### src/rtl/dmem_arbiter.sv
// dmem_arbiter: shares the data-memory port between the CPU MEM stage and a host loader, CPU-first with a bounded host wait
module dmem_arbiter #(
  parameter int HOST_MAX_WAIT = 4
) (
  input  logic        clk,
  input  logic        rst_n,
  input  logic        cpu_req,
  input  logic [1:0]  cpu_inchoice,
  input  logic [31:0] cpu_addr,
  input  logic [31:0] cpu_wdata,
  input  logic [2:0]  cpu_outchoice,
  output logic [31:0] cpu_rdata,
  output logic        cpu_stall,
  input  logic        host_req,
  input  logic [1:0]  host_inchoice,
  input  logic [31:0] host_addr,
  input  logic [31:0] host_wdata,
  input  logic [2:0]  host_outchoice,
  output logic        host_ack,
  output logic [31:0] host_rdata,
  output logic [1:0]  dmem_inchoice,
  output logic [31:0] dmem_addr,
  output logic [31:0] dmem_in,
  output logic [2:0]  dmem_outchoice,
  input  logic [31:0] dmem_out
);
  localparam logic [0:0] H_IDLE = 1'b0;
  localparam logic [0:0] H_ACK = 1'b1;
  localparam logic [3:0] MAX_WAIT = 4'(HOST_MAX_WAIT);
  logic [0:0] state;
  logic [3:0] wait_cnt;
  logic       host_elig;
  logic       host_gnt;
  logic       cpu_gnt;
  always_comb begin
    host_elig = rst_n & host_req & (state == H_IDLE);
    host_gnt = host_elig & (~cpu_req | (wait_cnt >= MAX_WAIT));
    cpu_gnt = rst_n & cpu_req & ~host_gnt;
    dmem_inchoice = host_gnt ? host_inchoice : cpu_gnt ? cpu_inchoice : 2'd0;
    dmem_addr = host_gnt ? host_addr : cpu_gnt ? cpu_addr : 32'd0;
    dmem_in = host_gnt ? host_wdata : cpu_gnt ? cpu_wdata : 32'd0;
    dmem_outchoice = host_gnt ? host_outchoice : cpu_gnt ? cpu_outchoice : 3'd0;
    cpu_rdata = cpu_gnt ? dmem_out : 32'd0;
    cpu_stall = cpu_req & ~cpu_gnt;
  end
  always_ff @(posedge clk) begin
    if (!rst_n) begin
      state <= H_IDLE;
      wait_cnt <= 4'd0;
      host_ack <= 1'b0;
      host_rdata <= 32'd0;
    end else begin
      state <= host_gnt ? H_ACK : H_IDLE;
      host_ack <= host_gnt;
      if (host_gnt) host_rdata <= dmem_out;
      wait_cnt <= host_gnt ? 4'd0 :
                  (host_elig & cpu_gnt & (wait_cnt < MAX_WAIT)) ? wait_cnt + 4'd1 : wait_cnt;
    end
  end
endmodule

### config.mk
export PLATFORM = sky130hd
export DESIGN_NAME = dmem_arbiter
export DESIGN_NICKNAME = d
export VERILOG_FILES = /design/src/rtl/dmem_arbiter.sv
export SDC_FILE = /design/constraint.sdc
export NUM_CORES = 1
export LEC_CHECK = 0
export BUFFER_PORTS_ARGS = -buffer_cell sky130_fd_sc_hd__buf_2
export CAP_MARGIN = 20
export CORE_AREA = 2 2 121 123
export DETAILED_ROUTE_END_ITERATION = 10
export DIE_AREA = 0 0 123 125
export MAX_ROUTING_LAYER = met4
export SETUP_SLACK_MARGIN = 0.4
export SYNTH_ARGS = -nofsm -noshare
export SYNTH_HDL_FRONTEND = slang
export SYNTH_SLANG_ARGS = --single-unit
### constraint.sdc
create_clock -name clk -period 4.2 [get_ports clk]
set_input_delay 0.63 -clock clk [delete_from_list [all_inputs] [get_ports clk]]
set_output_delay 0.63 -clock clk [all_outputs]
set_load 0.01 [all_outputs]
==> results by group, run 1 <==
GRT
  • Initial antenna violation count: 4
  • GR met1 Demand/Resource: 17.6%
  • Tot GR Track Use: 15.7%
  • Largest net degree at the start of global routing: 60
  • First-pass GRT wire length: 17,600 microns
  • Vias in the first global route: 3,096
  • Met2 Track Usage GR: 28.0%
  • Remaining global-route overflow: 0
  • GRT busiest layer: met2
  • Met3 Usage GRT: 3.92%

Setup path
  • CP Class: in2out
  • Crit start category: primary input
  • Worst Path Arrival: 2.19 ns
  • Reg2Reg Depth: 4
  • CP Max Fanout: 38
  • Worst reg2reg endpoint: host_rdata[1]$_SDFFE_PN0P_
  • CP max stage delay: 0.51 ns
  • CP Data Required Time: 3.57 ns
  • Critical-path top delay cell: o211a_4
  • Reg2reg start: host_ack$_SDFF_PN0_
  • Crit-path cells: buf_2, buf_4, o211a_4, buf_4, a22o_1, buf_2
  • CP Capture Type: output port
  • Reg-to-reg slack, setup: 2.59 ns

Synthesis
  • Synth Instances: 291
  • Netlist cell types: 28
  • Syn Nets: 466
  • Seq cells post-synth: 37
  • Post-Synthesis Cell Area: 2370 sq um
  • Syn avg cell area: 8.14 sq um
  • Sequential share of the synthesized area: 31.3%
  • Yosys Warn Count: 0

Flow run
  • Max Cap Viol: 0

Place
  • Number of I/O port buffers: 308
  • Hpwl dp: 10,600 microns
  • GPL Wtd Cong: 0.791

Routing
  • DR vias: 3,387
  • TritonRoute pass-1 iters: 4
  • # DRC: 0
  • Vias per std cell: 4.41
  • Initial drt markers: 106
  • Avg WL per Cell: 16.7 microns
  • Post-Route WL: 12,800 microns
  • Antenna Nets Post-Route: 0

Clock network
  • CTS max path bufs: 2
  • CTS root buf: clkbuf_16
  • H-tree level count: 2
  • TritonCTS buffer count: 5
  • CTS tree: built
  • Clock Latency Late Sink: 0.28 ns
  • Hold buffers post-CTS: 0
  • Clk sinks: 37
  • Postcts setup bufs: 0
  • Clk slew on worst S/H paths: 0.06 ns
  • Resized cells post-CTS: 0

STA
  • Max Freq: 355 MHz
  • Final hold violation count: 0
  • Relative slew slack: 59.7%
  • Clock skew: 0.00373 ns
  • Fin crit period: 2.82 ns
  • Period utilization: 67.1%
  • Final-report setup violation count: 0
  • Pins Over Slew Limit: 0
  • RSZ-0062 raised after global routing: false
  • Slew @ Worst Pin: 0.605 ns
  • Final TNS setup: 0 ns

Final layout
  • Layout cells sized above 1: 56.0%
  • Net count, final: 755
  • Commonest non-fill, non-tap cell in the layout: buf_2
  • Util after Layout: 29.4%
  • Synthesis-to-finish area growth: 76.5%
  • Commonest cells after routing, fill and taps aside: 308 x buf_2, 69 x a22o_1, 37 x dfxtp_1

Min path
  • WHS Path Cells: 2
  • Hold WC Path Type: reg2reg
  • Hold Crit Start: host_rdata[16]$_SDFFE_PN0P_
  • Worst Hold End: host_rdata[16]$_SDFFE_PN0P_

Power
  • Max VDD drop: 0.000123 V
  • PwrDens: 253 nW/um^2
  • P_leak: 0.00230 uW

Die
  • Ports: 309
  • Area of the die: 15,400 sq um
  • Initial Util: 16.7%
  • DIE WIDTH: 123 microns
  • Core area: 14,200 sq um
  • Row count: 44
  • Die Ht: 125 microns

Outcome
  • Status: finished clean
critical path: cells and delay by family:
| kind | cells | cell delay [ns] |
|---|---|---|
| AO/OA/AOI/OAI | 2 | 0.68 |
| buffers and inverters | 4 | 0.86 |
cells by family after synthesis:
group,share of synthesized area [%]
adders and majority gates,0.528
DFF,31.3
and+or+nand+nor,24.4
AOI/OAI and AO/OA,34.8
buffers and inverters,8.98
synthesized netlist by cell type (all sizes together):
master   n  area [sq um]
nand2   28           105
and2    33           206
a21oi    6          30.0
buf     24           175
or2      1          6.26
clkbuf   9          33.8
and3b    1          8.76
nand2b   1          6.26
a31oi    1          6.26
o21ai   35           175
and4b    1          10.0
nand3b   1          7.51
dfxtp   37           741
ha       1          12.5
or3b     1          8.76
nand3   33           165
o211a    1          10.0
inv      1          3.75
nor2     3          13.8
nand4b   1          8.76
a22o    69           604
nor3b    1          18.8
or3      1          6.26
and3     1          6.26
state kept, by name (all words and copies together) (netlist names):
signal	count
host_ack	1
host_rdata	32
wait_cnt	4
worst max-delay path by stage:
stage / from / endpoint / slack, ns / cells after the start
floorplan: rst_n / dmem_in[22] / 1.99 / 6
finish: rst_n / dmem_in[24] / 1.38 / 6
CTS: rst_n / cpu_rdata[3] / 1.34 / 6
global route: rst_n / dmem_in[22] / 1.20 / 6
global placement: rst_n / dmem_in[22] / 1.35 / 6
detailed placement: rst_n / cpu_rdata[3] / 1.35 / 6
cell type report:
cell class	count	area, sq um
fillers	1576	10000
repair buffers	315	1630
multi-input cells	220	1430
flip-flops and latches	37	741
well taps	184	230
clock buffers	7	143
diodes	4	10.0
inverters	1	3.75
power by group:
| group | internal (uW) | switching (uW) |
|---|---|---|
| registers | 368 | 8.15 |
| logic | 155 | 160 |
| clock network | 233 | 136 |
metrics by stage:
step / std cells / power, uW / hold slack (ns) / area (sq um) / setup WS, ns
4_1_cts: 764 / 1070 / 0.446 / 4170 / 1.34
2_1_floorplan: 291 / 529 / 0.458 / 2370 / 1.99
3_3_place_gp: 756 / 698 / 0.434 / 4000 / 1.35
6_report: 768 / 1060 / 0.441 / 4180 / 1.38
3_5_place_dp: 757 / 701 / 0.439 / 4030 / 1.35
5_1_grt: 767 / 1120 / 0.463 / 4180 / 1.20
routing by layer:
layer | vias up | wire (microns)
met5 | - | 0
met4 | 0 | 138
met3 | 10 | 1270
met2 | 182 | 6450
met1 | 1542 | 4950
li1 | 1653 | -
Power figures use the tool's default switching activity.
==> run 2: changes to the inputs <==
Clock period 4.2 ns to 2.55 ns, I/O delays scaled along.
==> results by group, run 2 (synthesis gave the netlist of run 1 again) <==
Outcome
  • Status: finished clean (unchanged)

STA
  • Relative slew slack: 59.7% (about the same)
  • Final-report setup violation count: 0 (unchanged)
  • Final TNS setup: 0 ns (unchanged)
  • Slew @ Worst Pin: 0.604 ns (was 0.605 ns)
  • Worst hold margin: 0.334 ns (was 0.441 ns)
  • Max Freq: 478 MHz
  • Clock skew: 0.00262 ns (was 0.00373 ns)
  • Pins Over Slew Limit: 0 (unchanged)
  • Fin crit period: 2.09 ns
  • Final hold violation count: 0 (unchanged)
  • Crit path setup slack, layout: 0.457 ns (was 1.38 ns)
  • RSZ-0062 raised after global routing: false (unchanged)
  • Period utilization: 82.1%

Routing
  • Antenna Nets Post-Route: 0 (unchanged)
  • Initial drt markers: 186 (was 106)
  • Vias per std cell: 4.46 (was 4.41)
  • DR vias: 3,498 (was 3,387)
  • TritonRoute pass-1 iters: 4 (unchanged)
  • Post-Route WL: 14,000 microns (was 12,800 microns)
  • # DRC: 0 (unchanged)
  • Avg WL per Cell: 17.8 microns (was 16.7 microns)

Clock network
  • Clk slew on worst S/H paths: 0.06 ns (about the same)
  • H-tree level count: 2 (unchanged)
  • Clock Latency Late Sink: 0.28 ns (about the same)
  • Hold buffers post-CTS: 0 (unchanged)
  • CTS max path bufs: 2 (unchanged)
  • CTS root buf: clkbuf_16 (unchanged)
  • CTS tree: built (unchanged)
  • Clk sinks: 37 (unchanged)
  • TritonCTS buffer count: 5 (unchanged)

Die
  • Core area: 14,200 sq um (unchanged)
  • DIE WIDTH: 123 microns (unchanged)
  • Ports: 309 (unchanged)
  • Initial Util: 16.7% (unchanged)
  • Area of the die: 15,400 sq um (unchanged)
  • Die Ht: 125 microns (unchanged)
  • Row count: 44 (unchanged)

Setup path
  • Crit start category: register (was primary input)
  • CP max stage delay: 0.36 ns (was 0.51 ns)
  • CP Class: reg2out (was in2out)
  • Reg-to-reg slack, setup: 0.96 ns (was 2.59 ns)
  • Critical-path top delay cell: dfxtp_2 (was o211a_4)
  • CP Capture Type: output port (unchanged)
  • Crit-path cells: nor3b_4, nor2_4, buf_12, clkbuf_16, a22o_1, buf_2 (was buf_2, buf_4, o211a_4, buf_4, a22o_1, buf_2)
  • CP Max Fanout: 31 (was 38)
  • Worst Path Arrival: 1.71 ns (was 2.19 ns)
  • CP Data Required Time: 2.17 ns (was 3.57 ns)

Final layout
  • Max FFs per register: 32 (unchanged)
  • Storage cell area: 743 sq um (was 741 sq um)
  • Commonest cells after routing, fill and taps aside: 308 x buf_2, 69 x a22o_1, 35 x dfxtp_1 (was 308 x buf_2, 69 x a22o_1, 37 x dfxtp_1)
  • Multi-input logic area: 1460 sq um (was 1430 sq um)
  • Util after Layout: 30.8% (was 29.4%)
  • Top flop regs: host_rdata: 32 flops, wait_cnt: 4 flops, host_ack: 1 flops (unchanged)
  • Layout cells sized above 1: 57.8% (was 56.0%)
  • Layout fillers: 1,598 (was 1,576)
  • Net count, final: 769 (was 755)
  • Synthesis-to-finish area growth: 84.4% (was 76.5%)
  • Register with the most flip-flops: host_rdata (unchanged)
  • Commonest non-fill, non-tap cell in the layout: buf_2 (unchanged)

Min path
  • Hold WC Path Type: in2reg (was reg2reg)

Flow run
  • Max Cap Viol: 0 (unchanged)

GRT
  • First-pass GRT wire length: 18,100 microns (was 17,600 microns)
  • Vias in the first global route: 3,119 (was 3,096)
  • Remaining global-route overflow: 0 (unchanged)
  • Largest net degree at the start of global routing: 63 (was 60)
  • Initial antenna violation count: 5 (was 4)
  • Tot GR Track Use: 16.4% (was 15.7%)

Power
  • P_leak: 0.00239 uW (was 0.00230 uW)
  • Max VDD drop: 0.000275 V (was 0.000123 V)
  • PwrDens: 404 nW/um^2 (was 253 nW/um^2)
  • Final Power: 1770 uW (was 1060 uW)

Place
  • Dpl ws: 0.525 ns (was 1.35 ns)
  • Hpwl dp: 10,700 microns (was 10,600 microns)
  • GPL Wtd Cong: 0.799 (was 0.791)
  • Number of I/O port buffers: 308 (unchanged)
run 2: cell types whose count changed in the layout (fill, tap and decap cells not counted):
cell,previous run,this run
clkbuf_16,5,7
dfxtp_2,0,2
buf_4,5,13
nor2_1,2,1
nand2b_4,0,1
o211a_2,0,2
nor2_4,1,2
buf_12,1,3
nand2b_1,1,0
diode_2,4,5
clkinv_2,0,2
clkbuf_8,1,0
dfxtp_1,37,35
run 2: power breakdown:
group	switching (uW)	total [uW]	leakage (uW)	internal [uW]
clock network	235	594	0.0000706	359
logic	277	553	0.00202	276
registers	14.0	620	0.000303	606
run 2: cell type report:
type                            instances  area share [%]
Timing Repair Buffer                  327            40.7
Multi-Input combinational cell        222            33.5
Sequential cell                        37            17.0
Tap cell                              184            5.27
Clock buffer                            6            2.95
Antenna cell                            5           0.286
Clock inverter                          2           0.229
Inverter                                1          0.0859
run 2: per-stage QoR:
stage	cell area (sq um)	std cells
CTS	4250	772
global placement	4050	760
detailed placement	4070	761
global route	4370	783
finish	4370	784
floorplan	2370	291
run 2: repair_timing:
action,in CTS,in global routing
setup buffers,1,5
pin swaps,1,2
setup endpoints to repair,66,67
resized for setup,3,3
gates cloned,2,2
run 2: metal layers:
metal	vias up	part of all wire, %	wire length (microns)	GRT usage (%)
li1	1694	-	-	-
met1	1609	40	5570	18.1
met2	186	52	7190	29.0
met3	9	7.6	1060	3.83
met4	0	0.93	130	4.95
met5	-	0	0	-
run 2: path summary, 6_finish.rpt:
path / to / startpoint / cells after the start
worst max-delay path: dmem_addr[6] / wait_cnt[2]$_SDFFE_PP0P_ / 6
worst min-delay path: host_rdata[25]$_SDFFE_PN0P_ / dmem_out[25] / 3
worst max register to register: host_rdata[19]$_SDFFE_PN0P_ / wait_cnt[3]$_SDFFE_PP0P_ / 4
worst min register to register: host_rdata[9]$_SDFFE_PN0P_ / host_rdata[9]$_SDFFE_PN0P_ / 2
run 2: worst max-delay path: cells and delay by family, from the launching register on:
kind / cells / cell delay (ns)
buffers and inverters: 3 / 0.48
and+or+nand+nor: 2 / 0.39
AOI/OAI and AO/OA: 1 / 0.19
DFF: 1 / 0.36
==> run 3: changes to the inputs <==
Clock period 2.55 ns to 1.9 ns, I/O delays scaled along.
==> results by group, run 3 (synthesis gave the netlist of run 1 again) <==
Min path
  • Worst Hold End: host_rdata[6]$_SDFFE_PN0P_ (was host_rdata[25]$_SDFFE_PN0P_)
  • WHS Path Cells: 3 (unchanged)
  • Hold WC Path Type: in2reg (unchanged)
  • Hold Crit Start: dmem_out[6] (was dmem_out[25])

Power
  • Switching power: 718 uW (was 526 uW)
  • PwrDens: 571 nW/um^2 (was 404 nW/um^2)
  • Final Power: 2580 uW (was 1770 uW)
  • Max VDD drop: 0.000490 V (was 0.000275 V)
  • Clock group share of total power: 38.0% (was 33.6%)
  • Internal power consumption: 1860 uW (was 1240 uW)
  • P_leak: 0.00244 uW (was 0.00239 uW)
  • Power share of the combinational group: 29.9% (was 31.3%)
  • Sw frac: 27.8% (was 29.8%)
  • Flop pwr share: 32.1% (was 35.1%)

Final layout
  • Layout cells sized above 1: 58.5% (was 57.8%)
  • Commonest non-fill, non-tap cell in the layout: buf_2 (unchanged)
  • Layout fillers: 1,552 (was 1,598)
  • Synthesis-to-finish area growth: 90.4% (was 84.4%)
  • Top flop regs: host_rdata: 32 flops, wait_cnt: 4 flops, host_ack: 1 flops (unchanged)
  • Max FFs per register: 32 (unchanged)
  • Commonest cells after routing, fill and taps aside: 304 x buf_2, 69 x a22o_1, 34 x dfxtp_1 (was 308 x buf_2, 69 x a22o_1, 35 x dfxtp_1)
  • Net count, final: 769 (unchanged)
  • Register with the most flip-flops: host_rdata (unchanged)
  • Util after Layout: 31.8% (was 30.8%)

Routing
  • Avg WL per Cell: 17.8 microns (about the same)
  • Initial drt markers: 198 (was 186)
  • TritonRoute pass-1 iters: 4 (unchanged)
  • # DRC: 0 (unchanged)
  • Post-Route WL: 13,900 microns (was 14,000 microns)
  • Vias per std cell: 4.44 (was 4.46)
  • Antenna Nets Post-Route: 0 (unchanged)
  • DR vias: 3,477 (was 3,498)

Setup path
  • Crit start category: register (unchanged)
  • CP max stage delay: 0.41 ns (was 0.36 ns)
  • CP Max Fanout: 21 (was 31)
  • Reg-to-reg slack, setup: 0.48 ns (was 0.96 ns)
  • Crit-path leading delay family: compound AO/OA/AOI/OAI gates (was buffers and inverters)
  • CP Capture Type: output port (unchanged)
  • Crit-path cells: nor2_4, o211a_4, buf_12, a22o_1, buf_2 (was nor3b_4, nor2_4, buf_12, clkbuf_16, a22o_1, buf_2)
  • Buf+Inv Stages, Crit Path: 2 (was 3)
  • Critical-path top delay cell: dfxtp_2 (unchanged)
  • Reg2reg start: wait_cnt[3]$_SDFFE_PP0P_ (unchanged)
  • CP Class: reg2out (unchanged)
  • CP Data Required Time: 1.62 ns (was 2.17 ns)
  • Worst reg2reg endpoint: host_rdata[27]$_SDFFE_PN0P_ (was host_rdata[19]$_SDFFE_PN0P_)
  • Worst Path Arrival: 1.66 ns (was 1.71 ns)
  • Reg2Reg Depth: 5 (was 4)

Clock network
  • TritonCTS buffer count: 5 (unchanged)
  • CTS root buf: clkbuf_16 (unchanged)
  • Clk sinks: 37 (unchanged)
  • H-tree level count: 2 (unchanged)
  • CTS tree: built (unchanged)
  • Clk slew on worst S/H paths: 0.06 ns (about the same)
  • CTS max path bufs: 2 (unchanged)
  • Clock Latency Late Sink: 0.28 ns (about the same)

STA
  • Crit path setup slack, layout: -0.0437 ns (was 0.457 ns)
  • Slew @ Worst Pin: 0.402 ns (was 0.604 ns)
  • Max Freq: 514 MHz
  • Relative slew slack: 73.2% (was 59.7%)
  • Worst hold margin: 0.226 ns (was 0.334 ns)
  • Final TNS setup: -0.563 ns (was 0 ns)
  • Period utilization: 102%
  • Clock skew: 0.00506 ns (was 0.00262 ns)
  • Final-report setup violation count: 38 (was 0)
  • Fin crit period: 1.94 ns
  • Final hold violation count: 0 (unchanged)
  • RSZ-0062 raised after global routing: true (was false)
  • Pins Over Slew Limit: 0 (unchanged)

Die
  • Die Ht: 125 microns (unchanged)
  • Core area: 14,200 sq um (unchanged)
  • Initial Util: 16.7% (unchanged)
  • DIE WIDTH: 123 microns (unchanged)
  • Area of the die: 15,400 sq um (unchanged)
  • Row count: 44 (unchanged)
  • Ports: 309 (unchanged)

Place
  • Dpl ws: 0.130 ns (was 0.525 ns)
  • Hpwl dp: 10,800 microns (was 10,700 microns)
  • Number of I/O port buffers: 308 (unchanged)
  • GPL Wtd Cong: 0.790 (was 0.799)

Outcome
  • Status: finished with violations (was finished clean)
  • Violated checks: negative setup slack

GRT
  • Largest net degree at the start of global routing: 48 (was 63)
  • Vias in the first global route: 3,027 (was 3,119)
  • Initial antenna violation count: 6 (was 5)
  • First-pass GRT wire length: 18,000 microns (was 18,100 microns)
  • Remaining global-route overflow: 0 (unchanged)
  • Tot GR Track Use: 16.2% (was 16.4%)

Flow run
  • Max Cap Viol: 0 (unchanged)
run 3: changes by cell type in the layout (fill, tap and decap cells not counted), moves of 3 or more:
| cell | before | now |
|---|---|---|
| buf_2 | 308 | 304 |
| buf_12 | 3 | 6 |
| buf_6 | 0 | 7 |
| buf_4 | 13 | 7 |
run 3: area by class of cell:
cell class | instances | area (sq um) | area share, %
Tap cell | 184 | 230 | 5.10
Clock inverter | 1 | 30.0 | 0.665
Sequential cell | 37 | 747 | 16.6
Multi-Input combinational cell | 220 | 1450 | 32.2
Timing Repair Buffer | 329 | 1900 | 42.1
Inverter | 1 | 3.75 | 0.0832
Antenna cell | 4 | 10.0 | 0.222
Clock buffer | 7 | 143 | 3.16
run 3: worst reg2reg max path, cell delays in order (launching register included):
cell	delay, ns
dfxtp_4	0.37
buf_4	0.14
or3b_4	0.44
buf_6	0.18
nand3_1	0.08
o21ai_0	0.08
run 3: power by group through the flow:
stage                     clock [uW]  combinational (uW)  sequential [uW]
after global placement             0                 720              846
after CTS                       1000                 745              828
after detailed placement           0                 717              846
after floorplan                    0                 308              864
final                            981                 770              828
after global routing            1040                 831              832
run 3: what timing repair did:
item                                    in CTS  in global routing
gates cloned                                 2                  3
pin swaps                                    3                  3
hold buffers                                 0                  0
gates resized for setup                      8                 10
setup buffers                                5                  0
endpoints found under the setup margin     102                127
run 3: metal layers:
metal  track usage, %  share of wire [%]  vias up
met2             28.9                 50      180
met1             18.2                 41     1591
li1                 -                  -     1687
met3             3.24                7.2       19
met5                -                  0        -
met4             4.14                1.8        0
run 3: worst max path at each step:
stage	start	to	slack [ns]	cells past startpoint
final	wait_cnt[2]$_SDFFE_PP0P_	dmem_outchoice[0]	-0.04	5
after global routing	wait_cnt[3]$_SDFFE_PP0P_	dmem_addr[16]	-0.09	5
after CTS	host_ack$_SDFF_PN0_	dmem_addr[22]	-0.03	5
after detailed placement	wait_cnt[3]$_SDFFE_PP0P_	dmem_addr[22]	0.13	5
after global placement	wait_cnt[3]$_SDFFE_PP0P_	dmem_addr[22]	0.13	5
after floorplan	wait_cnt[3]$_SDFFE_PP0P_	cpu_rdata[0]	0.39	5
run 3: stage by stage:
stage / instances / instance area [sq um]
after floorplan: 291 / 2390
after global placement: 761 / 4100
after detailed placement: 761 / 4100
after CTS: 776 / 4400
after global routing: 782 / 4510
final: 783 / 4510
